--- config.mk ---
export PLATFORM = sky130hd
export DESIGN_NAME = sdram_port_arbiter_flat
export DESIGN_NICKNAME = d
export VERILOG_FILES = /design/src/rtl/sdram_port_arbiter_if.sv /design/src/rtl/sdram_port_arbiter.sv /design/src/flat_wrapper.sv
export SDC_FILE = /design/constraint.sdc
export NUM_CORES = 1
export LEC_CHECK = 0
export ABC_AREA = 1
export CORE_MARGIN = 2
export CORE_UTILIZATION = 54
export CTS_CLUSTER_DIAMETER = 60
export DETAILED_ROUTE_END_ITERATION = 8
export DONT_BUFFER_PORTS = 1
export GPL_TIMING_DRIVEN = 0
export PLACE_DENSITY = 0.69
export SYNTH_ARGS = -nofsm -noshare
export SYNTH_HDL_FRONTEND = slang
export SYNTH_SLANG_ARGS = --single-unit
--- constraint.sdc ---
create_clock -name clk -period 2.25 [get_ports clk]
set_clock_uncertainty 0.05 [all_clocks]
set_input_delay 0.1125 -clock clk [delete_from_list [all_inputs] [get_ports clk]]
set_output_delay 0.1125 -clock clk [all_outputs]
set_load 0.02 [all_outputs]
--- src/rtl/sdram_port_arbiter_if.sv ---
`default_nettype none
// +----------------------------------------------------------------------+
// | Module   : sdram_port_arbiter_if                                     |
// | Purpose  : Bundles the ADC writer, host reader and SDRAM controller  |
// |            command-port signals seen by sdram_port_arbiter.          |
// | Revision : 1.0  initial release                                      |
// +----------------------------------------------------------------------+
interface sdram_port_arbiter_if #(
   parameter int ADDR_W = 24,
   parameter int DATA_W = 16,
   parameter int LEN_W  = 10
);
   // ADC capture writer
   logic              wr_req;
   logic [ADDR_W-1:0] wr_addr;
   logic [LEN_W-1:0]  wr_len;
   logic [DATA_W-1:0] wr_data;
   logic              wr_pop;
   logic              wr_done;
   // host read path
   logic              rd_req;
   logic [ADDR_W-1:0] rd_addr;
   logic [LEN_W-1:0]  rd_len;
   logic [DATA_W-1:0] rd_data;
   logic              rd_valid;
   logic              rd_done;
   logic              rd_err;
   // SDRAM controller command port
   logic              sdram_cmd;
   logic              sdram_we;
   logic [ADDR_W-1:0] sdram_addr;
   logic [DATA_W-1:0] sdram_wdata;
   logic              sdram_stall;
   logic [DATA_W-1:0] sdram_rdata;
   logic              sdram_rvalid;
   // status
   logic              busy;

   // arbiter side: drives the SDRAM command and the requester responses
   modport master (
      input  wr_req, wr_addr, wr_len, wr_data,
      input  rd_req, rd_addr, rd_len,
      input  sdram_stall, sdram_rdata, sdram_rvalid,
      output wr_pop, wr_done,
      output rd_data, rd_valid, rd_done, rd_err,
      output sdram_cmd, sdram_we, sdram_addr, sdram_wdata,
      output busy
   );

   // requester / controller side
   modport slave (
      output wr_req, wr_addr, wr_len, wr_data,
      output rd_req, rd_addr, rd_len,
      output sdram_stall, sdram_rdata, sdram_rvalid,
      input  wr_pop, wr_done,
      input  rd_data, rd_valid, rd_done, rd_err,
      input  sdram_cmd, sdram_we, sdram_addr, sdram_wdata,
      input  busy
   );
endinterface
`default_nettype wire

--- src/rtl/sdram_port_arbiter.sv ---
`default_nettype none
// +----------------------------------------------------------------------+
// | Module   : sdram_port_arbiter                                        |
// | Purpose  : Shares one SDRAM controller command port between the ADC  |
// |            capture writer and the host read path; one burst at a     |
// |            time, write-favoured with a bounded write streak and a    |
// |            read-return timeout.                                      |
// | Revision : 1.0  initial release                                      |
// +----------------------------------------------------------------------+
module sdram_port_arbiter #(
   parameter int ADDR_W     = 24,
   parameter int DATA_W     = 16,
   parameter int LEN_W      = 10,
   parameter int WR_STREAK  = 4,
   parameter int RD_TIMEOUT = 1023
) (
   input  wire logic            clk,
   input  wire logic            reset,   // synchronous, active-low
   sdram_port_arbiter_if.master bus
);

   localparam int c_STREAK_W = $clog2(WR_STREAK + 1);
   localparam int c_TMR_W    = $clog2(RD_TIMEOUT + 1);
   localparam logic [c_STREAK_W-1:0] c_STREAK_MAX = c_STREAK_W'(WR_STREAK);
   // timer value on the last quiet cycle before the abort
   localparam logic [c_TMR_W-1:0]    c_TMR_LAST   = c_TMR_W'(RD_TIMEOUT - 1);

   typedef enum logic [2:0] {
      S_IDLE    = 3'd0,
      S_WR_CMD  = 3'd1,
      S_WR_DATA = 3'd2,
      S_RD_CMD  = 3'd3,
      S_RD_DATA = 3'd4,
      S_DONE    = 3'd5
   } state_t;

   state_t              r_state;
   state_t              w_next;
   logic [ADDR_W-1:0]   r_addr;
   logic [LEN_W-1:0]    r_len;
   logic [LEN_W-1:0]    r_cnt;
   logic [c_TMR_W-1:0]  r_timer;
   logic [c_STREAK_W-1:0] r_streak;
   logic                r_is_wr;
   logic                r_err;
   logic [DATA_W-1:0]   r_rd_data;
   logic                r_rd_valid;

   logic                w_grant_rd;
   logic                w_grant_wr;
   logic [LEN_W-1:0]    w_len_m1;
   logic                w_rd_last;
   logic                w_timeout;

   assign w_len_m1   = r_len - LEN_W'(1);
   // a waiting read only overtakes a pending write once the streak is used up
   assign w_grant_rd = bus.rd_req && (!bus.wr_req || (r_streak == c_STREAK_MAX));
   assign w_grant_wr = bus.wr_req && !w_grant_rd;
   assign w_rd_last  = bus.sdram_rvalid && (r_cnt == w_len_m1);
   assign w_timeout  = !bus.sdram_rvalid && (r_timer == c_TMR_LAST);

   assign bus.sdram_addr = r_addr;
   assign bus.rd_data    = r_rd_data;
   assign bus.rd_valid   = r_rd_valid;

   // state register
   always_ff @(posedge clk) begin
      if (!reset) r_state <= S_IDLE;
      else        r_state <= w_next;
   end

   // next-state decode and state-derived outputs
   always_comb begin
      w_next          = r_state;
      bus.sdram_cmd   = 1'b0;
      bus.sdram_we    = 1'b0;
      bus.sdram_wdata = '0;
      bus.wr_pop      = 1'b0;
      bus.wr_done     = 1'b0;
      bus.rd_done     = 1'b0;
      bus.rd_err      = 1'b0;
      bus.busy        = (r_state != S_IDLE);
      case (r_state)
         S_IDLE: begin
            // a zero-length burst skips the controller and only reports done
            if (w_grant_wr)      w_next = (bus.wr_len == '0) ? S_DONE : S_WR_CMD;
            else if (w_grant_rd) w_next = (bus.rd_len == '0) ? S_DONE : S_RD_CMD;
         end
         S_WR_CMD: begin
            bus.sdram_cmd = 1'b1;
            bus.sdram_we  = 1'b1;
            if (!bus.sdram_stall) w_next = S_WR_DATA;
         end
         S_WR_DATA: begin
            // stall is no longer honoured once the burst is under way
            bus.sdram_cmd   = 1'b1;
            bus.sdram_we    = 1'b1;
            bus.sdram_wdata = bus.wr_data;
            bus.wr_pop      = 1'b1;
            if (r_cnt == w_len_m1) w_next = S_DONE;
         end
         S_RD_CMD: begin
            bus.sdram_cmd = 1'b1;
            if (!bus.sdram_stall) w_next = S_RD_DATA;
         end
         S_RD_DATA: begin
            if (w_rd_last || w_timeout) w_next = S_DONE;
         end
         S_DONE: begin
            bus.wr_done = r_is_wr;
            bus.rd_done = !r_is_wr;
            bus.rd_err  = !r_is_wr && r_err;
            w_next      = S_IDLE;
         end
         default: w_next = S_IDLE;
      endcase
   end

   // burst context, word counter, streak, timeout timer and read return path
   always_ff @(posedge clk) begin
      if (!reset) begin
         r_addr     <= '0;
         r_len      <= '0;
         r_cnt      <= '0;
         r_timer    <= '0;
         r_streak   <= '0;
         r_is_wr    <= 1'b0;
         r_err      <= 1'b0;
         r_rd_data  <= '0;
         r_rd_valid <= 1'b0;
      end else begin
         r_rd_valid <= 1'b0;
         case (r_state)
            S_IDLE: begin
               r_cnt <= '0;
               r_err <= 1'b0;
               if (w_grant_wr) begin
                  r_addr  <= bus.wr_addr;
                  r_len   <= bus.wr_len;
                  r_is_wr <= 1'b1;
                  if (r_streak != c_STREAK_MAX) r_streak <= r_streak + c_STREAK_W'(1);
               end else if (w_grant_rd) begin
                  r_addr   <= bus.rd_addr;
                  r_len    <= bus.rd_len;
                  r_is_wr  <= 1'b0;
                  r_streak <= '0;
               end
            end
            S_WR_CMD: r_cnt <= '0;
            S_WR_DATA: r_cnt <= r_cnt + LEN_W'(1);
            S_RD_CMD: begin
               r_cnt   <= '0;
               r_timer <= '0;
            end
            S_RD_DATA: begin
               // returns only land here; rvalid in any other state is dropped
               if (bus.sdram_rvalid) begin
                  r_rd_data  <= bus.sdram_rdata;
                  r_rd_valid <= 1'b1;
                  r_cnt      <= r_cnt + LEN_W'(1);
                  r_timer    <= '0;
               end else begin
                  r_timer <= r_timer + c_TMR_W'(1);
                  if (w_timeout) r_err <= 1'b1;
               end
            end
            default: ;
         endcase
      end
   end

endmodule
`default_nettype wire
--- src/flat_wrapper.sv ---
// flat-port wrapper written by rule: the top's interface ports become plain ports
module sdram_port_arbiter_flat 
#(
   parameter int ADDR_W     = 24,
   parameter int DATA_W     = 16,
   parameter int LEN_W      = 10,
   parameter int WR_STREAK  = 4,
   parameter int RD_TIMEOUT = 1023
)
  (clk, reset, bus_wr_req, bus_wr_addr, bus_wr_len, bus_wr_data, bus_rd_req, bus_rd_addr, bus_rd_len, bus_sdram_stall, bus_sdram_rdata, bus_sdram_rvalid, bus_wr_pop, bus_wr_done, bus_rd_data, bus_rd_valid, bus_rd_done, bus_rd_err, bus_sdram_cmd, bus_sdram_we, bus_sdram_addr, bus_sdram_wdata, bus_busy);
  sdram_port_arbiter_if #(.ADDR_W(ADDR_W), .DATA_W(DATA_W), .LEN_W(LEN_W)) bus_i ();
  input  wire logic clk;
  input  wire logic reset;
  input wire logic [$bits(bus_i.wr_req)-1:0] bus_wr_req;
  input wire logic [$bits(bus_i.wr_addr)-1:0] bus_wr_addr;
  input wire logic [$bits(bus_i.wr_len)-1:0] bus_wr_len;
  input wire logic [$bits(bus_i.wr_data)-1:0] bus_wr_data;
  input wire logic [$bits(bus_i.rd_req)-1:0] bus_rd_req;
  input wire logic [$bits(bus_i.rd_addr)-1:0] bus_rd_addr;
  input wire logic [$bits(bus_i.rd_len)-1:0] bus_rd_len;
  input wire logic [$bits(bus_i.sdram_stall)-1:0] bus_sdram_stall;
  input wire logic [$bits(bus_i.sdram_rdata)-1:0] bus_sdram_rdata;
  input wire logic [$bits(bus_i.sdram_rvalid)-1:0] bus_sdram_rvalid;
  output wire logic [$bits(bus_i.wr_pop)-1:0] bus_wr_pop;
  output wire logic [$bits(bus_i.wr_done)-1:0] bus_wr_done;
  output wire logic [$bits(bus_i.rd_data)-1:0] bus_rd_data;
  output wire logic [$bits(bus_i.rd_valid)-1:0] bus_rd_valid;
  output wire logic [$bits(bus_i.rd_done)-1:0] bus_rd_done;
  output wire logic [$bits(bus_i.rd_err)-1:0] bus_rd_err;
  output wire logic [$bits(bus_i.sdram_cmd)-1:0] bus_sdram_cmd;
  output wire logic [$bits(bus_i.sdram_we)-1:0] bus_sdram_we;
  output wire logic [$bits(bus_i.sdram_addr)-1:0] bus_sdram_addr;
  output wire logic [$bits(bus_i.sdram_wdata)-1:0] bus_sdram_wdata;
  output wire logic [$bits(bus_i.busy)-1:0] bus_busy;
  assign bus_i.wr_req = bus_wr_req;
  assign bus_i.wr_addr = bus_wr_addr;
  assign bus_i.wr_len = bus_wr_len;
  assign bus_i.wr_data = bus_wr_data;
  assign bus_i.rd_req = bus_rd_req;
  assign bus_i.rd_addr = bus_rd_addr;
  assign bus_i.rd_len = bus_rd_len;
  assign bus_i.sdram_stall = bus_sdram_stall;
  assign bus_i.sdram_rdata = bus_sdram_rdata;
  assign bus_i.sdram_rvalid = bus_sdram_rvalid;
  assign bus_wr_pop = bus_i.wr_pop;
  assign bus_wr_done = bus_i.wr_done;
  assign bus_rd_data = bus_i.rd_data;
  assign bus_rd_valid = bus_i.rd_valid;
  assign bus_rd_done = bus_i.rd_done;
  assign bus_rd_err = bus_i.rd_err;
  assign bus_sdram_cmd = bus_i.sdram_cmd;
  assign bus_sdram_we = bus_i.sdram_we;
  assign bus_sdram_addr = bus_i.sdram_addr;
  assign bus_sdram_wdata = bus_i.sdram_wdata;
  assign bus_busy = bus_i.busy;
  sdram_port_arbiter #(.ADDR_W(ADDR_W), .DATA_W(DATA_W), .LEN_W(LEN_W), .WR_STREAK(WR_STREAK), .RD_TIMEOUT(RD_TIMEOUT)) u_core (.clk(clk), .reset(reset), .bus(bus_i));
endmodule
; Word-level counts from Yosys, hierarchy flattened
; Cells that the tools add are included.
[totals]
ff_bits = 79
out_inout_bits = 64
wordCells = 94
[op_classes]
addsub = 4
n_eq_ne = 18
mux = 33
reduce_logical = 29
[ops]
columns = op, n
row1 = 2-to-1 mux 24 bit, 2
row2 = 2-to-1 mux 10 bit, 4
row3 = 2-to-1 mux 3 bit, 11
row4 = case mux 10 bit (3 select lines), 1
row5 = adder 10 x 1 -> 10 bit (second input constant), 2
row6 = zero test 10 bit, 2
row7 = case mux 10 bit (2 select lines), 1
row8 = 2-to-1 mux 16 bit, 1
row9 = case mux 3 bit (5 select lines), 1
row10 = 2-to-1 mux 1 bit, 11
row11 = == test 10 bit, 1
row12 = == test 10 bit (second input constant), 1
row13 = != test 2 bit (second input constant), 5
row14 = subtractor 10 x 1 -> 10 bit (second input constant), 1
row15 = == test 3 bit (second input constant), 3
row16 = AND reduction 2 bit, 4
row17 = == test 3 x 2 -> 1 bit (second input constant), 2
row18 = != test 2 x 1 -> 1 bit (second input constant), 3
row19 = AND reduction 3 bit, 2
row20 = nonzero test 2 bit, 3
row21 = nonzero test 3 bit, 2
row22 = OR reduction 3 bit, 2
row23 = logical AND 1 bit, 5
row24 = AND reduction 5 bit, 1
row25 = other kinds (9), 13

; Logic depth before layout (Yosys ltp)
[logic_depth]
ltp_word = 7
mapped_depth = 16

; Worst setup path before layout
; No wires, ideal clock.
[synth_path]
kind = flip-flop to output port
from = register u_core.r_state[2]
to = output bus_sdram_wdata[10]
arrival_time_ps = 1948
required_time_ps = 2088
setup_slack_ps = 140
stages_incl_launch_ff = 5
path_buffers = 1
cell_sequence = dfxtp_1 > nor3_1 > clkinv_1 > clkbuf_1 > nor2_1
[synth_via]
elab_chain_cells = 2
[synth_lines]
columns = item, line_no
row1 = "start, declared", sdram_port_arbiter.sv:37  ; state_t r_state;
row2 = "start signal, assigned", sdram_port_arbiter.sv:69  ; else r_state <= w_next;
row3 = == test 3 x 2 -> 1 bit, sdram_port_arbiter.sv:83  ; case (r_state)
row4 = 2-to-1 mux 16 bit, sdram_port_arbiter.sv:83
row5 = "end, declared", flat_wrapper.sv:33  ; output wire logic [$bits(bus_i.sdram_wdata)-1:0] bus_sdram_wdata;
; No other way between the ends.

; Worst setup path in the final report
[layout_path]
from = register u_core.r_state[1]
to = output bus_sdram_wdata[12]
; The elaborated chain is that of the path after synthesis.

==> key figures <==
Run status
  – Status: complete, no violations

Die
  – Starting Density: 0.553
  – Core area: 7650 µm²
  – Die width: 92.5 µm
  – Core Rows: 32
  – Die height: 92.5 µm
  – Die area: 8560 µm²
  – IO Pins: 170

Clock network
  – Worst skew pair latency: 0.35 ns
  – CTS HTree Levels: 3
  – Bufs on Longest Clock Path: 2
  – CTS tree: yes
  – CTS Root Cell: clkbuf_8
  – Clock slew at reported path FFs: 0.09 ns
  – Cts bufs inserted: 9
  – Clock sinks: 79

Synthesis
  – Synthesized flop and latch total: 79
  – Sequential fraction of the synthesis area: 0.374
  – Synth top area cells: dfxtp_1 37%, nand2_1 12%, inv_1 9.1%
  – Yosys cell types: 36
  – Post-synth top area cell: dfxtp_1
  – Synthesized cell area: 4230 µm²
  – Mapped Cells: 640
  – Syn nets: 752
  – Post-synth top area share: 0.374
  – Synth Warn #: 0
  – Mean Syn Cell Area: 6.61 µm²

Worst setup path
  – Critical Path Sink: bus_sdram_wdata[12]
  – Worst path cell trace: inv_1 -> nor3_4 -> clkinvlp_4 -> clkbuf_2 -> nor2_2
  – Worst endpoint required time: 2.09 ns
  – Startpoint types: flip-flop
  – Worst Path Arrival: 1.91 ns
  – R2R depth: 9
  – Slowest stage delay, CP: 0.40 ns
  – Critical Path End Type: output port
  – Slowest cell on crit path: nor3_4
  – WS Path Type: flip-flop to output port
  – Reg2reg start: u_core.r_state[0]
  – Reg2reg end: u_core.r_len[7]
  – Worst Path Max Fanout: 10
  – Reg2reg setup slack: 0.20 ns
  – Critical path origin: u_core.r_state[1]

Detailed routing
  – Drt wl/cell: 15.4 µm
  – Post-DRT Antenna Nets: 0
  – Via density: 5.52
  – Final wirelength: 13000 µm
  – Number of detailed-route iterations in the first pass: 6
  – Residual DRC: 0
  – Via Count: 4657
  – Iter 0 DRT Violations: 230

Layout
  – Finished Layout Cells: 844
  – Syn-to-layout area delta: 29.6%
  – Leading cell type in the layout, fill and taps excluded: nand2_1
  – Most frequent cells in the layout: 138 x nand2_1, 101 x inv_1, 83 x dlygate4sd3_1
  – Post-layout net count: 849
  – Design Area, Final: 5480 µm²
  – Layout cells sized above 1: 0.0836
  – Ant. Diodes: 0

Hold path
  – HP Class: primary input to flip-flop

Global route
  – Vias in the first global route: 4587
  – Overflow after GRT: 0
  – Initial antenna violation count: 0
  – All-Layer GR Usage: 0.296
  – Largest net degree at the start of global routing: 15
  – Global-route wire length before repair: 20600 µm

Timing
  – Final Hold Viols: 0
  – Tcrit/Tclk final: 0.923
  – Final Critical Period: 2.08 ns
  – Fin Hold WS: 0.00903 ns
  – FMAX: 481 MHz
  – Final setup violation count: 0
  – Unrepaired setup endpoints after global routing: no
  – Rel. slew slack: 0.645
  – Slew Limit Fails: 0
  – Worst slew pin tran: 0.532 ns
  – TNS Setup: 0 ns

Power
  – Pwr Total: 5740 µW
  – Internal power: 3130 µW
  – Clock Power Share: 0.199
  – Gate power share: 0.392
  – PwrDens: 1050 nW/µm²
  – Reg power frac: 0.409
  – Net switching power: 2610 µW
  – Max rail drop VDD: 0.643 mV
  – Switching Share: 0.455
  – Leak Pwr: 0.00250 µW

Placement
  – Placed Cells: 742
  – Buffers on Ports: 0
  – Placed Instance Area: 4360 µm²
  – Final HPWL DP: 8360 µm
  – RePlAce Congestion: 0.914

Flow run
  – Max-Cap Viols: 0
-- final cells by class --
class / instances / area (µm²)
timing repair buffer: 85 / 846
inverter: 110 / 417
buffer: 25 / 104
multi-input combinational: 427 / 2190
clock buffer: 11 / 151
sequential: 79 / 1580
tap: 102 / 128
fill: 621 / 2170
clock inverter: 5 / 63.8
-- sequential cells by signal, summed over array words and instances (netlist names) --
signal / flops
u_core.r_is_wr: 1
u_core.bus.sdram_addr: 24
u_core.r_cnt: 10
u_core.r_timer: 10
u_core.r_len: 10
u_core.r_err: 1
u_core.bus.rd_data: 16
u_core.r_streak: 3
u_core.r_state: 3
u_core.bus.rd_valid: 1
-- synth_stat cells --
cell type and number:
nor4_4 1, xnor2_1 5, xor2_1 2, o22ai_1 1, inv_1 102, or2_2 1, nand4_1 9, a221oi_1 2
nor2_1 73, a31oi_1 1, and3_1 1, o221ai_1 1, a211oi_1 4, nor2_8 1, nand3_1 65, buf_1 1
o21bai_1 1, nor2_2 2, o21ai_0 21, o21ai_1 1, nor3_1 8, dfxtp_1 79, nor3b_1 1, clkinv_1 2
nand2_1 138, clkbuf_1 18, buf_2 6, nor4_1 1, inv_2 6, a21oi_1 40, a21oi_4 1, nand2_4 2
nand2_2 2, ha_1 6, o211ai_1 34, nor2_4 1
-- stage by stage --
stage                     utilization  worst slack, ns
after floorplan                     -            0.140
after global placement          0.570           -0.127
after detailed placement        0.570           -0.152
after CTS                       0.708         -0.00390
after global routing            0.717           0.0143
final                           0.717            0.173
-- worst max-delay path, delay by kind of cell, from the launching register on --
family,cells,cell delay [ns]
and+or+nand+nor,2,0.67
buffers and inverters,3,0.53
DFF,1,0.35
-- power groups by stage --
stage	combinational (µW)	clock, µW	sequential (µW)
finish	2250	1140	2350
global route	2530	1200	2390
CTS	2130	1150	2330
detailed placement	2000	0	2350
global placement	1940	0	2350
floorplan	1640	0	2250
-- logic make-up (layout without fill, tap and decap cells) --
| group | after synthesis | count (layout) | share of synthesized area |
|---|---|---|---|
| AND/OR/NAND/NOR | 306 | 306 | 0.317 |
| flip-flops | 79 | 79 | 0.374 |
| XOR/XNOR | 7 | 7 | 0.0145 |
| adder cells (fa/ha/maj) | 6 | 6 | 0.0177 |
| buffers and inverters | 135 | 236 | 0.122 |
| AO/OA/AOI/OAI | 107 | 108 | 0.156 |
-- worst min path at each step --
stage / from / end / cells after the start
5_1_grt: bus_rd_len[5] / u_core.r_len[5] / 4
6_report: bus_wr_len[0] / u_core.r_len[0] / 4
4_1_cts: bus_wr_addr[0] / u_core.bus.sdram_addr[0] / 4
2_1_floorplan: bus_sdram_rdata[10] / u_core.bus.rd_data[10] / 2
3_3_place_gp: bus_sdram_rdata[13] / u_core.bus.rd_data[13] / 2
3_5_place_dp: bus_sdram_rdata[12] / u_core.bus.rd_data[12] / 2
-- repair_timing --
action | 4_1_cts | 5_1_grt
buffers inserted | 0 | 2
setup endpoints to repair | 17 | 49
cloned | 0 | 1
hold buffers | 83 | 0
hold endpoints to repair | 48 | 0
gates resized for setup | 2 | 21
pin swaps | 0 | 2
-- metal layers --
| layer | vias to the layer above | global-route usage | part of all wire |
|---|---|---|---|
| met5 | - | 0 | 0 |
| met4 | 0 | 0.121 | 0.021 |
| met3 | 37 | 0.0740 | 0.075 |
| met2 | 209 | 0.536 | 0.50 |
| met1 | 2156 | 0.330 | 0.40 |
| li1 | 2255 | - | - |
No activity file was read; power rests on OpenSTA's default activity.
